## config.mk

```make
export PLATFORM = sky130hd
export DESIGN_NAME = dot_product_row_scheduler
export DESIGN_NICKNAME = d
export VERILOG_FILES = /design/src/rtl/dot_product_row_scheduler.sv
export SDC_FILE = /design/constraint.sdc
export NUM_CORES = 1
export LEC_CHECK = 0
export CELL_PAD_IN_SITES_DETAIL_PLACEMENT = 0
export CELL_PAD_IN_SITES_GLOBAL_PLACEMENT = 1
export CORE_AREA = 2 2 458 460
export CTS_CLUSTER_DIAMETER = 30
export DETAILED_ROUTE_END_ITERATION = 10
export DIE_AREA = 0 0 460 462
export PLACE_DENSITY = 0.32
export SLEW_MARGIN = 20
export SYNTH_ARGS = -nofsm -noshare
export SYNTH_HDL_FRONTEND = slang
export SYNTH_SLANG_ARGS = --single-unit
```

## constraint.sdc

```tcl
create_clock -name clk -period 3.14 [get_ports clk]
set_input_delay 0.314 -clock clk [delete_from_list [all_inputs] [get_ports clk]]
set_output_delay 0.314 -clock clk [all_outputs]
set_load 0.01 [all_outputs]
```

## src/rtl/dot_product_row_scheduler.sv

```systemverilog
// Row-at-a-time matrix-vector sequencer feeding an NI-lane dot-product engine.
// Optional watchdog: define DPS_TIMEOUT_EN to abort a stalled row after TIMEOUT cycles in WAIT.
module dot_product_row_scheduler #(
    parameter int NOE      = 10,
    parameter int NI       = 8,
    parameter int ADDR_W   = 12,
    parameter int BEAT_GAP = 2,
    parameter int TIMEOUT  = 256
) (
    input  logic                clk,
    input  logic                reset,
    input  logic                start,
    input  logic [15:0]         num_rows,
    output logic                busy,
    output logic                done,
    output logic                rd_en,
    output logic [ADDR_W-1:0]   rd_addr_a,
    output logic [ADDR_W-1:0]   rd_addr_x,
    input  logic [32*NI-1:0]    rd_data_a,
    input  logic [32*NI-1:0]    rd_data_x,
    output logic                eng_read_now,
    output logic [31:0]         eng_no_of_mult,
    output logic                eng_valid,
    output logic [32*NI-1:0]    eng_row_a,
    output logic [32*NI-1:0]    eng_row_x,
    input  logic                eng_result_valid,
    input  logic [31:0]         eng_result,
    output logic                res_valid,
    input  logic                res_ready,
    output logic [15:0]         res_row,
    output logic [31:0]         res_data,
    output logic                err
);
    localparam int CHUNKS = (NOE + NI - 1) / NI;
    localparam int TAIL   = NOE - (CHUNKS - 1) * NI;
    localparam int GAP_W  = (BEAT_GAP > 1) ? $clog2(BEAT_GAP) : 1;

    typedef enum logic [2:0] {S_IDLE, S_ISSUE, S_WAIT, S_WRITE, S_DONE} state_t;

    state_t             state, state_nxt;
    logic [15:0]        rows_q;
    logic [15:0]        row;
    logic [15:0]        chunk;
    logic [GAP_W-1:0]   gap;
    logic               last_chunk;
    logic               last_q;
    logic               timeout_hit;

    assign last_chunk     = (chunk == 16'(CHUNKS - 1));
    assign rd_addr_a      = ADDR_W'(32'(row) * CHUNKS + 32'(chunk));
    assign rd_addr_x      = ADDR_W'(chunk);
    assign eng_no_of_mult = 32'(CHUNKS);

    // State register plus the counters and latches that ride along with it.
    always_ff @(posedge clk) begin
        if (reset) begin
            state        <= S_IDLE;
            rows_q       <= '0;
            row          <= '0;
            chunk        <= '0;
            gap          <= '0;
            res_row      <= '0;
            res_data     <= '0;
            eng_valid    <= 1'b0;
            eng_read_now <= 1'b0;
            last_q       <= 1'b0;
        end else begin
            state        <= state_nxt;
            eng_valid    <= rd_en;
            eng_read_now <= rd_en && (chunk == 16'd0);
            last_q       <= rd_en && last_chunk;
            case (state)
                S_IDLE: if (start) begin
                    rows_q <= num_rows;
                    row    <= '0;
                    chunk  <= '0;
                    gap    <= '0;
                end
                S_ISSUE: if (rd_en) begin
                    chunk <= last_chunk ? 16'd0 : chunk + 16'd1;
                    gap   <= last_chunk ? '0 : GAP_W'(BEAT_GAP - 1);
                end else begin
                    gap <= gap - GAP_W'(1);
                end
                S_WAIT: if (eng_result_valid) begin
                    res_data <= eng_result;
                    res_row  <= row;
                end
                S_WRITE: if (res_ready) row <= row + 16'd1;
                default: ;
            endcase
        end
    end

    always_comb begin
        state_nxt = state;
        case (state)
            S_IDLE:  if (start) state_nxt = (num_rows == 16'd0) ? S_DONE : S_ISSUE;
            S_ISSUE: if (rd_en && last_chunk) state_nxt = S_WAIT;
            S_WAIT: begin
                if (eng_result_valid)  state_nxt = S_WRITE;
                else if (timeout_hit)  state_nxt = S_DONE;
            end
            S_WRITE: if (res_ready) state_nxt = (row + 16'd1 == rows_q) ? S_DONE : S_ISSUE;
            S_DONE:  state_nxt = S_IDLE;
            default: state_nxt = S_IDLE;
        endcase
    end

    // busy covers the accepting cycle itself so it leads done by one cycle on an empty job.
    always_comb begin
        busy      = (state != S_IDLE) || start;
        done      = (state == S_DONE);
        rd_en     = (state == S_ISSUE) && (gap == '0);
        res_valid = (state == S_WRITE);
    end

    for (genvar l = 0; l < NI; l++) begin : g_lane
        localparam int HI = 32 * NI - 1 - 32 * l;
        if (l >= TAIL) begin : g_pad
            assign eng_row_a[HI -: 32] = last_q ? 32'h0 : rd_data_a[HI -: 32];
            assign eng_row_x[HI -: 32] = last_q ? 32'h0 : rd_data_x[HI -: 32];
        end else begin : g_pass
            assign eng_row_a[HI -: 32] = rd_data_a[HI -: 32];
            assign eng_row_x[HI -: 32] = rd_data_x[HI -: 32];
        end
    end

`ifdef DPS_TIMEOUT_EN
    logic [31:0] wd_cnt;
    logic        err_q;

    assign timeout_hit = (state == S_WAIT) && !eng_result_valid && (wd_cnt == 32'(TIMEOUT - 1));
    assign err         = err_q;

    // Counter sits at zero outside WAIT, so it restarts on every WAIT entry.
    always_ff @(posedge clk) begin
        if (reset) begin
            wd_cnt <= '0;
            err_q  <= 1'b0;
        end else begin
            wd_cnt <= (state == S_WAIT) ? wd_cnt + 32'd1 : 32'd0;
            if (timeout_hit) err_q <= 1'b1;
        end
    end
`else
    assign timeout_hit = 1'b0;
    assign err         = 1'b0;
`endif

endmodule

```

Word-level counts from Yosys, hierarchy flattened
Index checks and enable logic that the tools add are counted.
{ "op_classes": {"add_sub_neg": 4, "eq_ne": 11, "mux": 29, "bitwise": 1, "reduce_logical": 16} }
{ "op_table": {"columns": ["cell", "n"], "rows": [
  ["$mux 32", 12],
  ["$mux 16", 4],
  ["$pmux 16 s2", 2],
  ["$add 16x1->16 const B", 2],
  ["$logic_not 16->1", 2],
  ["$mux 3", 6],
  ["$eq 16x1->1 const B", 1],
  ["$eq 16x16->1", 1],
  ["$add 12x12->12", 1],
  ["$pmux 3 s4", 1],
  ["$ne 2x2->1 const B", 4],
  ["$eq 3x2->1 const B", 2],
  ["$reduce_and 2->1", 3],
  ["$reduce_and 3->1", 2],
  ["$reduce_and 4->1", 1],
  ["$reduce_bool 2->1", 2],
  ["$eq 3x1->1 const B", 1],
  ["$eq 3x3->1 const B", 1],
  ["$logic_and 1x1->1", 3],
  ["$logic_not 3->1", 1],
  ["$mux 1", 3],
  ["$reduce_bool 3->1", 1],
  ["$ne 2x1->1 const B", 1],
  ["$pmux 1 s2", 1],
  ["other kinds (3)", 3]
]} }
{ "totals": {"ff_bits": 103, "input_bits": 565, "output_inout_bits": 623, "word_cells": 71} }

Depth between registers and ports, before layout
Gate-level depths: netlist of the first run.
{ "logic_depth": {"word_depth": 5, "depth_mapped": 10, "depth_no_buf": 10} }

Worst setup path after synthesis of the first run
No wires, ideal clock.
{ "synth_path": {"kind": "register -> output", "start": "register row[1]", "end": "output port rd_addr_a[10]", "arrival_time_ns": 2.088, "t_required_ns": 2.826, "setup_slack_ns": 0.738, "path_stages_with_launch": 9, "path_buffers": 0, "path_cell_list": "dfxtp_1 -> ha_1 -> a21o_1 -> a21oi_1 -> o21ai_1 -> or4_1 -> a31o_2 -> a21oi_2 -> xnor2_1"} }
{ "synth_between": {"elab_chain_cells": 1} }
{ "synth_rtl": {"columns": ["item", "line", "text"], "rows": [
  ["start: declaration", "42", "logic [15:0] row;"],
  ["start signal: assignment", "89", "S_WRITE: if (res_ready) row <= row + 16'd1;"],
  ["$add 12x12->12", "50", "assign rd_addr_a = ADDR_W'(32'(row) * CHUNKS + 32'(chunk));"],
  ["end: declaration", "17", "output logic [ADDR_W-1:0] rd_addr_a,"]
]} }
No other way between the ends.

Worst setup path after layout of the first run
{ "layout_path": {"start": "register chunk[1]", "end": "output port rd_addr_a[11]"} }
{ "layout_between": {"elab_chain_cells": 1} }
{ "layout_rtl": {"columns": ["item", "line", "text"], "rows": [
  ["start: declaration", "43", "logic [15:0] chunk;"],
  ["start signal: assignment", "80", "chunk <= last_chunk ? 16'd0 : chunk + 16'd1;"],
  ["$add 12x12->12", "50", null]
]} }
No other way between the ends.

==> impl_metrics.toml, run 1 <==
[global_routing]
grt_pass1_vias = 11360
grt_pass1_wl_mm = 135.0
grt_max_degree = 82
met1_usage = 0.09208
grt_busiest_layer = "met2"
overflow = 0
grtUsageMet3 = 0.06967
antenna_found_initial = 119
grtUsageTotal = 0.09934
grt_util_met2 = 0.1800

[timing]
fin_crit_ps = 3082
slew_headroom = 0.4578
grt_setup_unrepaired = "yes"
setup_slack_ps = 57.66
setup_viol = 0
finalCritPeriodShare = 0.9816
hold_viol_final = 0
slew_viol_final = 0
fmax_mhz = 324.4
hold_ws_ps = 317.3
finClkSkew_ps = 19.08
worst_pin_slew_ps = 807.2

[run_status]
outcome = "finished clean"

[synth]
synth_top_family_by_area = "simple AND/OR/NAND/NOR gates"
synth_seq_cells = 103
yosysMostFrequentCell = "nor2b_1"
yosysUniqueCellTypes = 62
yosysTopAreaCell = "nor2b_1"
yosys.area_share.simple = 0.4148
synth_area_leaders = "nor2b_1 27%, dfxtp_1 23%, buf_4 15%, nand2_1 6.2%, a21oi_1 4.8%"
synth_mux_area_frac = 0.002237
synth.avg_cell_area_um2 = 7.241
synth_top_area_frac = 0.2733
synth-edff-count = 0
ys.flop_type = "dfxtp_1"
synthAdderAreaFrac = 0.02181
syn_area_um2 = 8950
synth_compound_area_frac = 0.08835
synth-seq-area-share = 0.2304
yosysWarnings = 0
yosys-top-cells-count = "391 x nor2b_1, 176 x buf_4, 148 x nand2_1"
async_flop_share = 0
synth_xor_area_frac = 0.04502
syn_inst = 1236

[worst_setup_path]
path_class = "reg2out"
r2r_start = "row[0]"
rrSetupSlack_ps = 650
end_kind = "output port"
setup.worst_path.start_class = "flip-flop"
r2r_end = "state[2]"
cp.required_ps = 2830
cp_max_fo = 5
worst_r2r_path_depth = 9
crit_arrival_ps = 2770
startpoint = "chunk[1]"

[final_layout]
seq_area_um2 = 2076
area_growth_pct = 130.4
drive_above_1_share = 0.04827
multiInputGateArea_um2 = 5293
final_util = 0.09908
stdcell_area_um2 = 20620
final_nets = 2543
fill_cells = 24250

[die]
num_rows = 168
io_pins = 1188
core-area_um2 = 208100
die_area_um2 = 212500
dieWidth_um = 460
initial_core_util = 0.04301
fp.dieH_um = 462

[detailed_routing]
ant_nets = 0
firstDrtPassIters = 4
vias = 11400
drc_errors = 0
vias_per_cell = 2.420
wl_per_cell_um = 23.84
drt_iter0_markers = 482
wl_mm = 112.3

[power_and_ir_drop]
peakVddDrop_mv = 0.3502
power_density_nw_per_um2 = 302.2
total_power_uw = 6231
leakagePower_uw = 0.006731

[clocking]
clock_latency_ps = 410
ctsHtreeMaxLevel = 3
cts.sinks = 103
cts_buffer_depth = 2
cts-root-buf = "clkbuf_16"
cts_inserted_buffers = 9
cts_tree = "built"
clkTransAtPathRegs_ps = 100

[hold_path]
worstHoldEndpoint = "res_row[12]"
holdPathStages = 2
min_from = "reset"
hold_path.class = "in2reg"

[place]
placed_area_um2 = 20180
post-place-ws_ps = 309.5
portBuffers = 898
place.gp.congestion = 0.7282
place_hpwl_mm = 102.7

[run]
max_cap_violations = 0
[sequential cells by signal, indices dropped and copies added (netlist names)]
| name | count |
|---|---|
| eng_valid | 1 |
| gap | 1 |
| res_data | 32 |
| rows_q | 16 |
| res_row | 16 |
| eng_read_now | 1 |
| row | 16 |
| chunk | 16 |
| last_q | 1 |
| state | 3 |
[cell families (layout without fill, tap and decap cells)]
kind of cell	Yosys count	in the layout
AOI/OAI and AO/OA	135	135
xor gates and xnor gates	46	46
adders and majority gates	15	15
buffers and inverters	271	972
DFF	103	103
muxes	2	2
other	2	55
and+or+nand+nor	662	662
[metrics by stage]
step	cells	setup TNS, ps
2_1_floorplan	1267	0
3_3_place_gp	4669	0
3_5_place_dp	4669	0
4_1_cts	4686	-80.99
5_1_grt	4689	-94.32
6_report	4710	0
[layout by cell type, fill, tap and decap left out, types with 4 or more instances in the layout]
cell,instances
inv_1,12
and3_1,6
buf_4,40
ha_1,13
nor2_1,39
o21ai_0,15
clkbuf_16,9
a31oi_1,5
nand2_1,148
nor2b_1,391
clkdlybuf4s50_1,893
dfxtp_1,96
nor4_1,14
diode_2,22
nand2b_1,5
nand3_1,12
nor3_1,12
xor2_1,16
or3_1,6
a21oi_1,84
conb_1,33
xnor2_1,29
buf_12,8
nand4_1,9
and4_1,4
dfxtp_2,5
[per-layer routing]
layer | vias up | part of all wire | wire length [um]
met2 | 798 | 0.50 | 56390
met5 | - | 0.0039 | 436
li1 | 5194 | - | -
met3 | 221 | 0.15 | 16900
met4 | 42 | 0.017 | 1942
met1 | 5142 | 0.33 | 36630
[worst max path at each step]
stage	to	slack [ps]	cells after the start
2_1_floorplan	rd_addr_a[10]	740	8
3_3_place_gp	rd_addr_a[11]	290	11
3_5_place_dp	rd_addr_a[11]	310	11
4_1_cts	rd_addr_a[11]	-50	11
5_1_grt	rd_addr_a[11]	-90	11
6_report	rd_addr_a[11]	60	11
[repair_timing]
action,in CTS,in global routing
setup endpoints to repair,5,5
hold buffers,0,0
buffers inserted,1,2
pin swaps,3,7
resized for setup,7,11
gates cloned,0,0
[report_power, final]
part | total (uW) | switching [uW] | internal (uW)
sequential | 1560 | 145 | 1420
combinational | 3410 | 1650 | 1760
clock | 1260 | 677 | 584
total | 6230 | 2470 | 3760
[worst max-delay path, cell delays in order, from the launching register on]
cell	delay [ps]
dfxtp_4	390
ha_4	130
inv_2	40
fa_2	360
nor2b_1	130
o21ai_1	80
nand2b_1	160
a311oi_2	130
o41ai_1	370
a21oi_1	130
xnor2_1	150
bufbuf_16	270
[final cells by class]
class,count,share of cell area
Multi-Input combinational cell,893,0.2567
Tap cell,2720,0.1651
Antenna cell,22,0.002670
Clock buffer,10,0.01159
Clock inverter,6,0.003095
Sequential cell,103,0.1007
Timing Repair Buffer,943,0.4579
Inverter,13,0.002367
Power figures use the tool's default switching activity.
==> run 2, diff against run 1 <==
==> constraint.sdc (replaced) <==
create_clock -name clk -period 2.9 [get_ports clk]
set_input_delay 0.29 -clock clk [delete_from_list [all_inputs] [get_ports clk]]
set_output_delay 0.29 -clock clk [all_outputs]
set_load 0.01 [all_outputs]
==> run 2 against run 1 <==
  * Register-to-register slack got worse by 180 ps
  * Sequential cell count did not move
  * First-iteration DRC count fell by 24%
  * Sequential power rose by 6%
  * Sequential share of layout area fell by 0.077 points
  * Cell count barely moved
  * Largest cell class unchanged
  * Highest routed layer unchanged
==> impl_metrics.toml, run 2 (synthesis results as in run 1) <==
[timing]
slew_viol_final = 0
finClkSkew_ps = 23.84
finalCritPeriodShare = 0.9742
grt_setup_unrepaired = "yes"
fmax_mhz = 354.0
slew_headroom = 0.5821
hold_viol_final = 0
hold_ws_ps = 309.1
setup_viol = 0
worst_pin_slew_ps = 625.6
fin_crit_ps = 2825

[detailed_routing]
firstDrtPassIters = 4
drc_errors = 0
wl_per_cell_um = 23.76
vias = 11540
wl_mm = 111.9
vias_per_cell = 2.451
ant_nets = 0
drt_iter0_markers = 368

[clocking]
cts-root-buf = "clkbuf_16"
ctsHtreeMaxLevel = 3
clkTransAtPathRegs_ps = 100
postCtsHoldBufs = 0
cts_inserted_buffers = 9
cts.sinks = 103
cts_tree = "built"
clock_latency_ps = 410
cts_buffer_depth = 2

[power_and_ir_drop]
power_density_nw_per_um2 = 327.2
total_power_uw = 6795
leakagePower_uw = 0.006838
peakVddDrop_mv = 0.2553

[worst_setup_path]
path_class = "reg2out"
crit_arrival_ps = 2540
cp_slowest_cell = "o41ai_2"
setup.worst_path.start_class = "flip-flop"
crit_buf_inv = 2
cp.required_ps = 2610
startpoint = "chunk[1]"
cp_top_family = "compound AO/OA/AOI/OAI gates"
r2r_start = "row[0]"
end_kind = "output port"
path_cells = "ha_4 -> inv_2 -> fa_2 -> nor2b_1 -> o21ai_1 -> nand2b_1 -> a311oi_2 -> o41ai_2 -> a21oi_2 -> xnor2_2 -> buf_12"
timing.critical_path.slowest_cell_delay_ps = 380
cp_max_fo = 2

[final_layout]
largest_reg_flops = 32
fin_cells = 4707
layout_commonest_cell = "clkdlybuf4s50_1"
final_nets = 2556
area_growth_pct = 132.0
regMostFlops = "res_data"
layout_common_cells = "890 x clkdlybuf4s50_1, 391 x nor2b_1, 148 x nand2_1"
drive_above_1_share = 0.05906

[global_routing]
grt_max_degree = 85
antenna_found_initial = 111
grtUsageTotal = 0.09846
grt_pass1_vias = 11330
grt_pass1_wl_mm = 134.3
overflow = 0

[hold_path]
min_from = "reset"
hold_path.class = "in2reg"

[run]
max_cap_violations = 0

[die]
fp.dieH_um = 462
die_area_um2 = 212500
io_pins = 1188
dieWidth_um = 460
core-area_um2 = 208100
initial_core_util = 0.04301
num_rows = 168

[place]
portBuffers = 898
place.gp.congestion = 0.7380
place_inst = 4680
place_hpwl_mm = 102.4

[run_status]
outcome = "finished clean"
run 2: changes by cell type in the layout (fill, tap and decap cells not counted), sizes merged:
cell and delta:
bufinv +1, clkdlybuf4s50 -3, inv +2, clkinvlp -1, dlygate4sd2 -1, clkinv -1, clkbuf -1, diode -16
buf +18, bufbuf -1
run 2: per-stage QoR:
stage / TNS, ps / setup slack [ps] / area [um2] / util
final: 0 / 74.77 / 20760 / 0.09978
after global routing: -130.9 / -116.3 / 20750 / 0.09972
after CTS: -122.4 / -90.08 / 20700 / 0.09948
after detailed placement: 0 / 128.7 / 20300 / 0.09755
after global placement: 0 / 94.21 / 20300 / 0.09755
after floorplan: 0 / 522.1 / 9066 / -
run 2: layer usage:
layer | track usage | wire, um | share of wire | vias to the layer above
li1 | - | - | - | 5212
met1 | 0.09221 | 35960 | 0.32 | 5184
met2 | 0.1761 | 55720 | 0.50 | 833
met3 | 0.06888 | 17270 | 0.15 | 256
met4 | 0.01528 | 2303 | 0.021 | 50
met5 | 0.009955 | 603 | 0.0054 | -
run 2: worst reg2reg max path, delay by kind of cell (launching register included):
family | cells | cell delay (ps)
buffers and inverters | 1 | 160
flip-flops | 1 | 360
AO/OA/AOI/OAI | 1 | 110
XOR/XNOR | 1 | 180
AND/OR/NAND/NOR | 5 | 1280
adder cells (fa/ha/maj) | 1 | 280
run 2: where the power goes:
part / switching, uW / leakage (uW) / total, uW / internal [uW]
clock: 703 / 0.000152 / 1390 / 689
combinational: 1830 / 0.00585 / 3750 / 1910
sequential: 125 / 0.000837 / 1660 / 1530
run 2: timing repair:
| item | in CTS | in global routing |
|---|---|---|
| endpoints found under the setup margin | 4 | 3 |
| gates resized for setup | 17 | 6 |
| pin swaps | 12 | 7 |
| buffers inserted | 4 | 1 |
run 2: worst paths after layout:
check | end | slack (ps) | cells after the start
setup / recovery | rd_addr_a[11] | 70 | 11
hold reg to reg | res_row[5] | 460 | 2
hold / removal | gap | 310 | 2
setup reg to reg | state[2] | 470 | 9
run 2: final cells by class:
| cell class | instances | area, um2 |
|---|---|---|
| tap | 2720 | 3403 |
| inverter | 13 | 48.80 |
| clock inverter | 7 | 82.58 |
| timing repair buffer | 956 | 9567 |
| multi-input combinational | 893 | 5349 |
| clock buffer | 9 | 225.2 |
| antenna | 6 | 15.01 |
| sequential | 103 | 2074 |
| fill | 24240 | 187300 |
